**src/rtl/mod3_serial_sched_if.sv**
```systemverilog
// Requester-side bus of the shared mod-3 residue scheduler.
// The optional abort input exists only when MOD3_SCHED_ABORT_EN is defined.
interface mod3_serial_sched_if #(
  parameter int WIDTH = 8,
  parameter int NREQ  = 4
);
  localparam int IDW = $clog2(NREQ);

  logic [NREQ-1:0]       req;
  logic [NREQ*WIDTH-1:0] data;
  logic [NREQ-1:0]       gnt;
  logic                  busy;
  logic                  done;
  logic [IDW-1:0]        done_id;
  logic [1:0]            residue;
  logic                  divisible;
`ifdef MOD3_SCHED_ABORT_EN
  logic                  abort;
`endif

  modport master (
`ifdef MOD3_SCHED_ABORT_EN
    output abort,
`endif
    output req, data,
    input  gnt, busy, done, done_id, residue, divisible
  );

  modport slave (
`ifdef MOD3_SCHED_ABORT_EN
    input  abort,
`endif
    input  req, data,
    output gnt, busy, done, done_id, residue, divisible
  );
endinterface

```
**src/rtl/mod3_serial_sched.sv**
```systemverilog
// Round-robin scheduler feeding one bit-serial divide-by-3 residue FSM shared by NREQ clients.
// Defining MOD3_SCHED_ABORT_EN adds an abort input that cancels the word being shifted.
module mod3_serial_sched #(
  parameter int WIDTH = 8,
  parameter int NREQ  = 4
) (
  input  logic                clk,
  input  logic                reset,
  mod3_serial_sched_if.slave  bus
);
  localparam int IDW = $clog2(NREQ);
  localparam int CW  = $clog2(WIDTH + 1);

  localparam logic [1:0] R0 = 2'd0;
  localparam logic [1:0] R1 = 2'd1;
  localparam logic [1:0] R2 = 2'd2;

  typedef enum logic [1:0] {S_IDLE = 2'd0, S_SHIFT = 2'd1, S_DONE = 2'd2} state_t;

  state_t           state_q, state_d;
  logic [IDW-1:0]   ptr_q;
  logic [NREQ-1:0]  gnt_q;
  logic [CW-1:0]    cnt_q;
  logic [1:0]       fsm_q, fsm_d;
  logic [1:0]       residue_q;
  logic [IDW-1:0]   done_id_q;
  logic [WIDTH-1:0] shreg_q;

  logic             win_vld;
  logic [IDW-1:0]   win_idx;
  logic [NREQ-1:0]  win_onehot;
  logic [WIDTH-1:0] win_word;
  logic             grant_go, last_bit, abort_go;

  // r' = (2r + b) mod 3; the unused code 2'b11 falls back to R0
  function automatic logic [1:0] res_next(input logic [1:0] r, input logic b);
    case (r)
      R0:      res_next = b ? R1 : R0;
      R1:      res_next = b ? R0 : R2;
      R2:      res_next = b ? R2 : R1;
      default: res_next = R0;
    endcase
  endfunction

  // Winner is the first request above ptr, wrapping to the lowest at or below it
  always_comb begin
    win_vld    = 1'b0;
    win_idx    = '0;
    win_onehot = '0;
    win_word   = '0;
    for (int j = 0; j < NREQ; j++) begin
      if (!win_vld && bus.req[j] && (IDW'(j) > ptr_q)) begin
        win_vld = 1'b1;
        win_idx = IDW'(j);
      end
    end
    for (int j = 0; j < NREQ; j++) begin
      if (!win_vld && bus.req[j] && (IDW'(j) <= ptr_q)) begin
        win_vld = 1'b1;
        win_idx = IDW'(j);
      end
    end
    for (int j = 0; j < NREQ; j++) begin
      if (IDW'(j) == win_idx) begin
        win_onehot[j] = 1'b1;
        win_word      = bus.data[j*WIDTH +: WIDTH];
      end
    end
  end

  assign grant_go = win_vld && ((state_q == S_IDLE) || (state_q == S_DONE));
  assign last_bit = (state_q == S_SHIFT) && (cnt_q == CW'(WIDTH - 1));
  assign fsm_d    = res_next(fsm_q, shreg_q[WIDTH-1]);
`ifdef MOD3_SCHED_ABORT_EN
  assign abort_go = bus.abort && (state_q == S_SHIFT);
`else
  assign abort_go = 1'b0;
`endif

  always_ff @(posedge clk or posedge reset) begin
    if (reset) state_q <= S_IDLE;
    else       state_q <= state_d;
  end

  always_comb begin
    state_d = state_q;
    case (state_q)
      S_IDLE:  if (grant_go) state_d = S_SHIFT;
      S_SHIFT: begin
        if (abort_go)      state_d = S_IDLE;
        else if (last_bit) state_d = S_DONE;
      end
      S_DONE:  state_d = grant_go ? S_SHIFT : S_IDLE;
      default: state_d = S_IDLE;
    endcase
  end

  always_comb begin
    bus.gnt       = gnt_q;
    bus.busy      = (state_q == S_SHIFT) || (state_q == S_DONE);
    bus.done      = (state_q == S_DONE);
    bus.done_id   = done_id_q;
    bus.residue   = residue_q;
    bus.divisible = (residue_q == R0);
  end

  // Control and held result registers; the result latches on the last-bit edge
  always_ff @(posedge clk or posedge reset) begin
    if (reset) begin
      ptr_q     <= IDW'(NREQ - 1);
      gnt_q     <= '0;
      cnt_q     <= '0;
      fsm_q     <= R0;
      residue_q <= R0;
      done_id_q <= '0;
    end else begin
      gnt_q <= '0;
      if (grant_go) begin
        ptr_q <= win_idx;
        gnt_q <= win_onehot;
        cnt_q <= '0;
        fsm_q <= R0;
      end else if ((state_q == S_SHIFT) && !abort_go) begin
        fsm_q <= fsm_d;
        cnt_q <= cnt_q + CW'(1);
        if (last_bit) begin
          residue_q <= fsm_d;
          done_id_q <= ptr_q;
        end
      end
    end
  end

  always_ff @(posedge clk) begin
    if (grant_go)                  shreg_q <= win_word;
    else if (state_q == S_SHIFT)   shreg_q <= {shreg_q[WIDTH-2:0], 1'b0};
  end
endmodule
```
**src/flat_wrapper.sv**
```systemverilog
// flat-port wrapper written by rule: the top's interface ports become plain ports
module mod3_serial_sched_flat 
#(
  parameter int WIDTH = 8,
  parameter int NREQ  = 4
)
  (clk, reset, bus_req, bus_data, bus_gnt, bus_busy, bus_done, bus_done_id, bus_residue, bus_divisible);
  mod3_serial_sched_if #(.WIDTH(WIDTH), .NREQ(NREQ)) bus_i ();
  input  logic clk;
  input  logic reset;
  input wire logic [$bits(bus_i.req)-1:0] bus_req;
  input wire logic [$bits(bus_i.data)-1:0] bus_data;
  output wire logic [$bits(bus_i.gnt)-1:0] bus_gnt;
  output wire logic [$bits(bus_i.busy)-1:0] bus_busy;
  output wire logic [$bits(bus_i.done)-1:0] bus_done;
  output wire logic [$bits(bus_i.done_id)-1:0] bus_done_id;
  output wire logic [$bits(bus_i.residue)-1:0] bus_residue;
  output wire logic [$bits(bus_i.divisible)-1:0] bus_divisible;
  assign bus_i.req = bus_req;
  assign bus_i.data = bus_data;
  assign bus_gnt = bus_i.gnt;
  assign bus_busy = bus_i.busy;
  assign bus_done = bus_i.done;
  assign bus_done_id = bus_i.done_id;
  assign bus_residue = bus_i.residue;
  assign bus_divisible = bus_i.divisible;
  mod3_serial_sched #(.WIDTH(WIDTH), .NREQ(NREQ)) u_core (.clk(clk), .reset(reset), .bus(bus_i));
endmodule
```
**config.mk**
```make
export PLATFORM = sky130hd
export DESIGN_NAME = mod3_serial_sched_flat
export DESIGN_NICKNAME = d
export VERILOG_FILES = /design/src/rtl/mod3_serial_sched_if.sv /design/src/rtl/mod3_serial_sched.sv /design/src/flat_wrapper.sv
export SDC_FILE = /design/constraint.sdc
export NUM_CORES = 1
export LEC_CHECK = 0
export ABC_CLOCK_PERIOD_IN_PS = 1900
export CORE_MARGIN = 1.5
export CORE_UTILIZATION = 30
export DETAILED_ROUTE_END_ITERATION = 12
export GPL_ROUTABILITY_DRIVEN = 0
export MAX_ROUTING_LAYER = met4
export PLACE_DENSITY = 0.67
export SETUP_SLACK_MARGIN = 0.2
export SKIP_CTS_REPAIR_TIMING = 1
export SLEW_MARGIN = 20
export SYNTH_ARGS = -nofsm -noshare
export SYNTH_HDL_FRONTEND = slang
export SYNTH_SLANG_ARGS = --single-unit
```
**constraint.sdc**
```tcl
create_clock -name clk -period 1.9 [get_ports clk]
set_input_delay 0.475 -clock clk [delete_from_list [all_inputs] [get_ports clk]]
set_output_delay 0.475 -clock clk [all_outputs]
set_load 0.05 [all_outputs]
```
## After elaboration in Yosys (flattened, before gate mapping)

Cells that the tools add are included.

- Equal/unequal tests: 10
- Order comparisons: 8
- Add/subtract/negate cells: 1
- Mux-type cells: 38
- Reduce and logical (&&, ||, !) cells: 33
- Bitwise gates (word level): 1

Operators with widths:

| operator | number |
|---|---|
| $mux W8 | 6 |
| $mux W2 | 12 |
| $logic_and A1 B1 Y1 | 17 |
| $mux W1 | 15 |
| $mux W4 | 3 |
| $pmux W2 S3 | 2 |
| $logic_not A2 Y1 | 4 |
| $logic_not A1 Y1 | 7 |
| $add A4 B1 Y4 const B | 1 |
| $eq A2 B1 Y1 const B | 2 |
| $eq A2 B2 Y1 const A | 2 |
| $eq A2 B2 Y1 const B | 2 |
| $eq A4 B3 Y1 const B | 1 |
| $gt A1 B2 Y1 const A | 2 |
| $gt A2 B2 Y1 const A | 2 |
| $le A1 B2 Y1 const A | 2 |
| $le A2 B2 Y1 const A | 2 |
| $ne A2 B1 Y1 const B | 2 |
| $reduce_and A3 Y1 | 1 |
| $eq A1 B2 Y1 const A | 1 |
| $logic_or A1 B1 Y1 | 2 |
| $reduce_and A2 Y1 | 1 |
| $reduce_bool A2 Y1 | 1 |
| $not A1 Y1 | 1 |

- Bits of input ports: 38
- Register bits after elaboration: 26
- Word-level logic and storage cells: 99

## Logic depth before layout (Yosys ltp)

- Word-level depth: 37
- Depth in mapped cells: 7
- Depth with buffers taken out: 7

## Worst setup path after synthesis

Ideal clock, no wire load.

- Kind: reg-to-reg
- From: register u_core.state_q[0]
- To: register u_core.shreg_q[1] (data pin)
- Required time: 1,629 ps
- Buffers on the path: 0
- Arrival time: 1,772 ps
- Stages on the path, launching flop included: 8
- Setup slack: -143 ps
- Path through: dfrtp_1 -> inv_1 -> ha_1 -> nor2_1 -> a21oi_2 -> o21ai_2 -> a221oi_1 -> a211oi_1

- Cells in the longest elaborated chain, start to end: 4
- Elaborated cells on any way between the ends: 5
- Those cells by class: eq/ne: 1; mux: 1; reduce/logical: 3

RTL lines:

| element | line | RTL |
|---|---|---|
| start, declared | mod3_serial_sched.sv:20 | `state_t state_q, state_d;` |
| start signal, assigned | mod3_serial_sched.sv:82 | `else state_q <= state_d;` |
| $eq A2 B2 Y1 | - |  |
| via bus_done | flat_wrapper.sv:15 | `output wire logic [$bits(bus_i.done)-1:0] bus_done;` |
| $logic_or A1 B1 Y1 | mod3_serial_sched.sv:71 | `assign grant_go = win_vld && ((state_q == S_IDLE) \|\| (state_q == S_DONE));` |
| $logic_and A1 B1 Y1 | mod3_serial_sched.sv:71 |  |
| $mux W8 | mod3_serial_sched.sv:135 | `if (grant_go) shreg_q <= win_word;` |
| end signal, assigned | mod3_serial_sched.sv:135 |  |
| end signal, assigned | mod3_serial_sched.sv:136 | `else if (state_q == S_SHIFT) shreg_q <= {shreg_q[WIDTH-2:0], 1'b0};` |
| end, declared | mod3_serial_sched.sv:27 | `logic [WIDTH-1:0] shreg_q;` |

The timed path passes the listed nets, and every way through them passes these cells.
A chain may end at the register's enable or synchronous reset.

## Worst setup path after layout

- From: register u_core.ptr_q[0]
- To: register u_core.shreg_q[2] (data pin)

- Cells in the longest elaborated chain, start to end: 37
- Elaborated cells on any way between the ends: 55
- Those cells by class: order compare: 8; eq/ne: 3; mux: 20; reduce/logical: 24

RTL lines:

| element | line | RTL |
|---|---|---|
| start, declared | mod3_serial_sched.sv:21 | `logic [IDW-1:0] ptr_q;` |
| start signal, assigned | mod3_serial_sched.sv:110 | `ptr_q <= IDW'(NREQ - 1);` |
| start signal, assigned | mod3_serial_sched.sv:119 | `ptr_q <= win_idx;` |
| $gt A1 B2 Y1 | mod3_serial_sched.sv:52 | `if (!win_vld && bus.req[j] && (IDW'(j) > ptr_q)) begin` |
| $logic_and A1 B1 Y1 | mod3_serial_sched.sv:52 |  |
| $mux W1 | mod3_serial_sched.sv:52 |  |
| $logic_not A1 Y1 | mod3_serial_sched.sv:52 |  |
| $logic_and A1 B1 Y1 (2 in series) | mod3_serial_sched.sv:52 |  |
| $mux W1 | mod3_serial_sched.sv:52 |  |
| $logic_not A1 Y1 | mod3_serial_sched.sv:52 |  |
| $logic_and A1 B1 Y1 (2 in series) | mod3_serial_sched.sv:52 |  |
| [... 14 more ...] | - |  |
| $logic_and A1 B1 Y1 (2 in series) | mod3_serial_sched.sv:58 | `if (!win_vld && bus.req[j] && (IDW'(j) <= ptr_q)) begin` |
| $mux W1 | mod3_serial_sched.sv:58 |  |
| $logic_not A1 Y1 | mod3_serial_sched.sv:58 |  |
| $logic_and A1 B1 Y1 (2 in series) | mod3_serial_sched.sv:58 |  |
| $mux W2 | mod3_serial_sched.sv:58 |  |
| $logic_not A2 Y1 | mod3_serial_sched.sv:64 | `if (IDW'(j) == win_idx) begin` |
| $mux W8 (4 in series) | mod3_serial_sched.sv:64 |  |
| $mux W8 * | mod3_serial_sched.sv:135 |  |

Mark *: on every way between the ends. The rest lies on a longest branch, timed or not.

==> impl_metrics.yaml <==
floorplanning:
  die_area_um2: 5670
  io_pins: 49
  start_util_pct: 30.9
  num_rows: 26
  die_w_um: 75.3
  core_area_um2: 5070
  die_height_um: 75.3
pwr:
  power_leakage_nw: 1.09
  combinationalPowerShare_pct: 56.2
  p_clk_share_pct: 14.0
  max-vdd-ir-drop_mv: 0.622
  p_int_mw: 2.03
  power.density_nw_per_um2: 1320
  swShare_pct: 38.6
  power.switching_mw: 1.28
  p_seq_share_pct: 29.8
yosys:
  synth-seq-cells: 26
  syn-num-nets: 195
  synth_ff_type: "dfrtp_1"
  synth_cells: 152
  async_reset_ff_share_pct: 69.2
  yosys_warnings: 0
  synth_edf_count: 8
  avgSynthCellArea_um2: 10.3
  syn_area_um2: 1570
  synthDistinctLibCells: 48
  ys_top_cells_by_count: "nor2_1 (18), dfrtp_1 (16), a21oi_1 (10)"
  ys_seq_area_share_pct: 44.2
  yosys.area.top_type: "dfrtp_1"
  synth_top_area_share_pct: 25.5
  netlist_top_cells_area: "dfrtp_1 (26%), edfxtp_1 (15%), mux2i_1 (4.5%), nor2_1 (4.3%), ha_1 (4.0%)"
  synth_most_common_cell: "nor2_1"
placed_design:
  dp_hpwl_um: 3010
  placed_cells: 287
  portBuffers: 48
clock_tree:
  cts.sink_count: 26
  root_buffer: "clkbuf_8"
  clock_path_buffers: 2
  htreeDepth: 1
  cts.clk_slew.worst_paths_ns: 0.09
  worstSkewPairLatency_ns: 0.27
  cts_tree: "done"
  numCtsBuffers: 3
global_routing:
  grt.overflow.total: 0
  grt_max_degree: 19
  grt_pass1_vias: 1327
  use_met3_pct: 1.32
  grtUsageMet2_pct: 20.8
  grt_busiest_layer: "met1"
  track_usage_pct: 14.5
  grt_pass1_wl_um: 6130
  grt_antenna_before_repair: 0
  grtUsageMet1_pct: 21.8
setup_path:
  cp.buffers_inverters: 1
  crit_start: "u_core.ptr_q[0]"
  arrival_ns: 1.92
  cpLargestDelayFamily: "flip-flops"
  r2r-start: "u_core.ptr_q[0]"
  worstPathCellList: "nand2b_4, o21ai_4, a211o_4, buf_4, mux2i_2, a211oi_2"
  criticalPathCategory: "flip-flop to flip-flop"
  critPathCaptureType: "flip-flop"
  cp_slowest_cell: "dfstp_2"
  worstPathRequired_ns: 1.93
  crit_fanout: 5
  critPathMaxStageDelay_ns: 0.57
  start_kind: "flip-flop"
drt:
  drt-wirelength-per-cell_um: 13.8
  post_drt_via_cell_ratio: 4.87
  drt_iter0_markers: 77
  ant_nets: 0
  routed_wl_um: 4070
  dr.pass1.iters: 4
  drc_errors: 0
  via_count: 1436
run_status:
  status: "finished, final reports clean"
timing:
  worstMarginPinSlew_ns: 0.428
  min_period_over_period_pct: 99.6
  skew_ns: 0.00683
  final.min_clock_period_ns: 1.89
  holdWs_ns: 0.510
  final-setup-viol-count: 0
  max_slew_margin_pct: 71.4
  fmaxAchievable_mhz: 528
  final_hold_viol_count: 0
  drv_slew: 0
  rsz0062_at_grt: "true"
final_layout:
  fin_cells: 295
  n_antenna_cell: 0
  fin_nets: 269
  area_delta_synth_final_pct: 59.1
  layout-drive-gt1-share_pct: 32.9
hold_path:
  hp-class: "input port to async pin"
run:
  maxCapViolations: 0
## layout make-up
class,count,area (um2)
timing repair buffer,74,703
clock buffer,3,41.3
multi-input combinational,116,920
clock inverter,1,30.0
inverter,5,18.8
tap,70,87.6
fill,481,2580
sequential,26,693
## sequential cells by signal, indices dropped and copies added (netlist names)
| register | count |
|---|---|
| u_core.cnt_q | 4 |
| u_core.ptr_q | 2 |
| u_core.bus.residue | 2 |
| u_core.shreg_q | 8 |
| u_core.bus.done_id | 2 |
| u_core.state_q | 2 |
| u_core.bus.gnt | 4 |
| u_core.fsm_q | 2 |
## final timing paths
check	to	slack [ns]	cells past startpoint
min	u_core.bus.gnt[0]	0.51	3
min reg2reg	u_core.bus.residue[1]	0.53	2
max reg2reg	u_core.shreg_q[2]	0.007	6
max in group asynchronous	u_core.ptr_q[0]	1.14	3
min in group clk	u_core.bus.residue[1]	0.53	2
max	u_core.shreg_q[2]	0.007	6
## metal layers
metal / up-vias / part of all wire, %
met2: 35 / 45
li1: 712 / -
met5: - / 0
met4: 0 / 1.3
met3: 4 / 3.1
met1: 685 / 50
## logic make-up (layout without fill, tap and decap cells)
| family | after synthesis | in the layout | share of synthesized area [%] |
|---|---|---|---|
| xor gates and xnor gates | 4 | 4 | 2.24 |
| DFF | 26 | 26 | 44.2 |
| buffers and inverters | 10 | 83 | 3.19 |
| muxes | 10 | 10 | 6.62 |
| adders and majority gates | 5 | 5 | 3.99 |
| and+or+nand+nor | 52 | 52 | 19.5 |
| AOI/OAI and AO/OA | 45 | 45 | 20.3 |
## power groups by stage
stage	logic (mW)	registers, mW	clock network [mW]
after CTS	1.71	0.984	0.469
after floorplan	0.990	1.07	0
final	1.85	0.985	0.461
after global routing	2.01	1.01	0.483
after detailed placement	1.71	0.996	0
after global placement	1.67	0.993	0
## placed cells by master, fill, tap and decap left out, types with 3 or more instances in the layout
| cell | instances |
|---|---|
| nor2_2 | 4 |
| edfxtp_1 | 8 |
| clkbuf_8 | 3 |
| o21ai_0 | 8 |
| nand4_1 | 3 |
| nor2_1 | 15 |
| dlymetal6s2s_1 | 4 |
| a21oi_1 | 9 |
| buf_4 | 32 |
| nor3b_1 | 3 |
| nand2_1 | 7 |
| inv_1 | 4 |
| mux2_2 | 3 |
| buf_12 | 3 |
| xor2_1 | 3 |
| ha_1 | 3 |
| a211oi_1 | 5 |
| clkdlybuf4s50_1 | 33 |
| a221oi_1 | 6 |
| dfrtp_1 | 16 |
| mux2i_1 | 5 |
| nand2b_1 | 3 |
## worst reg2reg max path, stage by stage (launching register included)
cell,delay [ns]
dfstp_2,0.57
nand2b_4,0.16
o21ai_4,0.08
a211o_4,0.36
buf_4,0.18
mux2i_2,0.20
a211oi_2,0.09
## metrics by stage
stage	area [um2]	TNS [ns]	total power, mW	setup WS (ns)	utilization, %
after floorplan	1600	0	2.06	0.164	-
after global placement	2310	-8.24	2.67	-0.489	45.5
after detailed placement	2310	-8.86	2.70	-0.538	45.5
after CTS	2380	-2.19	3.16	-0.236	46.9
after global routing	2490	-0.244	3.50	-0.0587	49.1
final	2490	0	3.30	0.00746	49.1
Power figures use the tool's default switching activity.
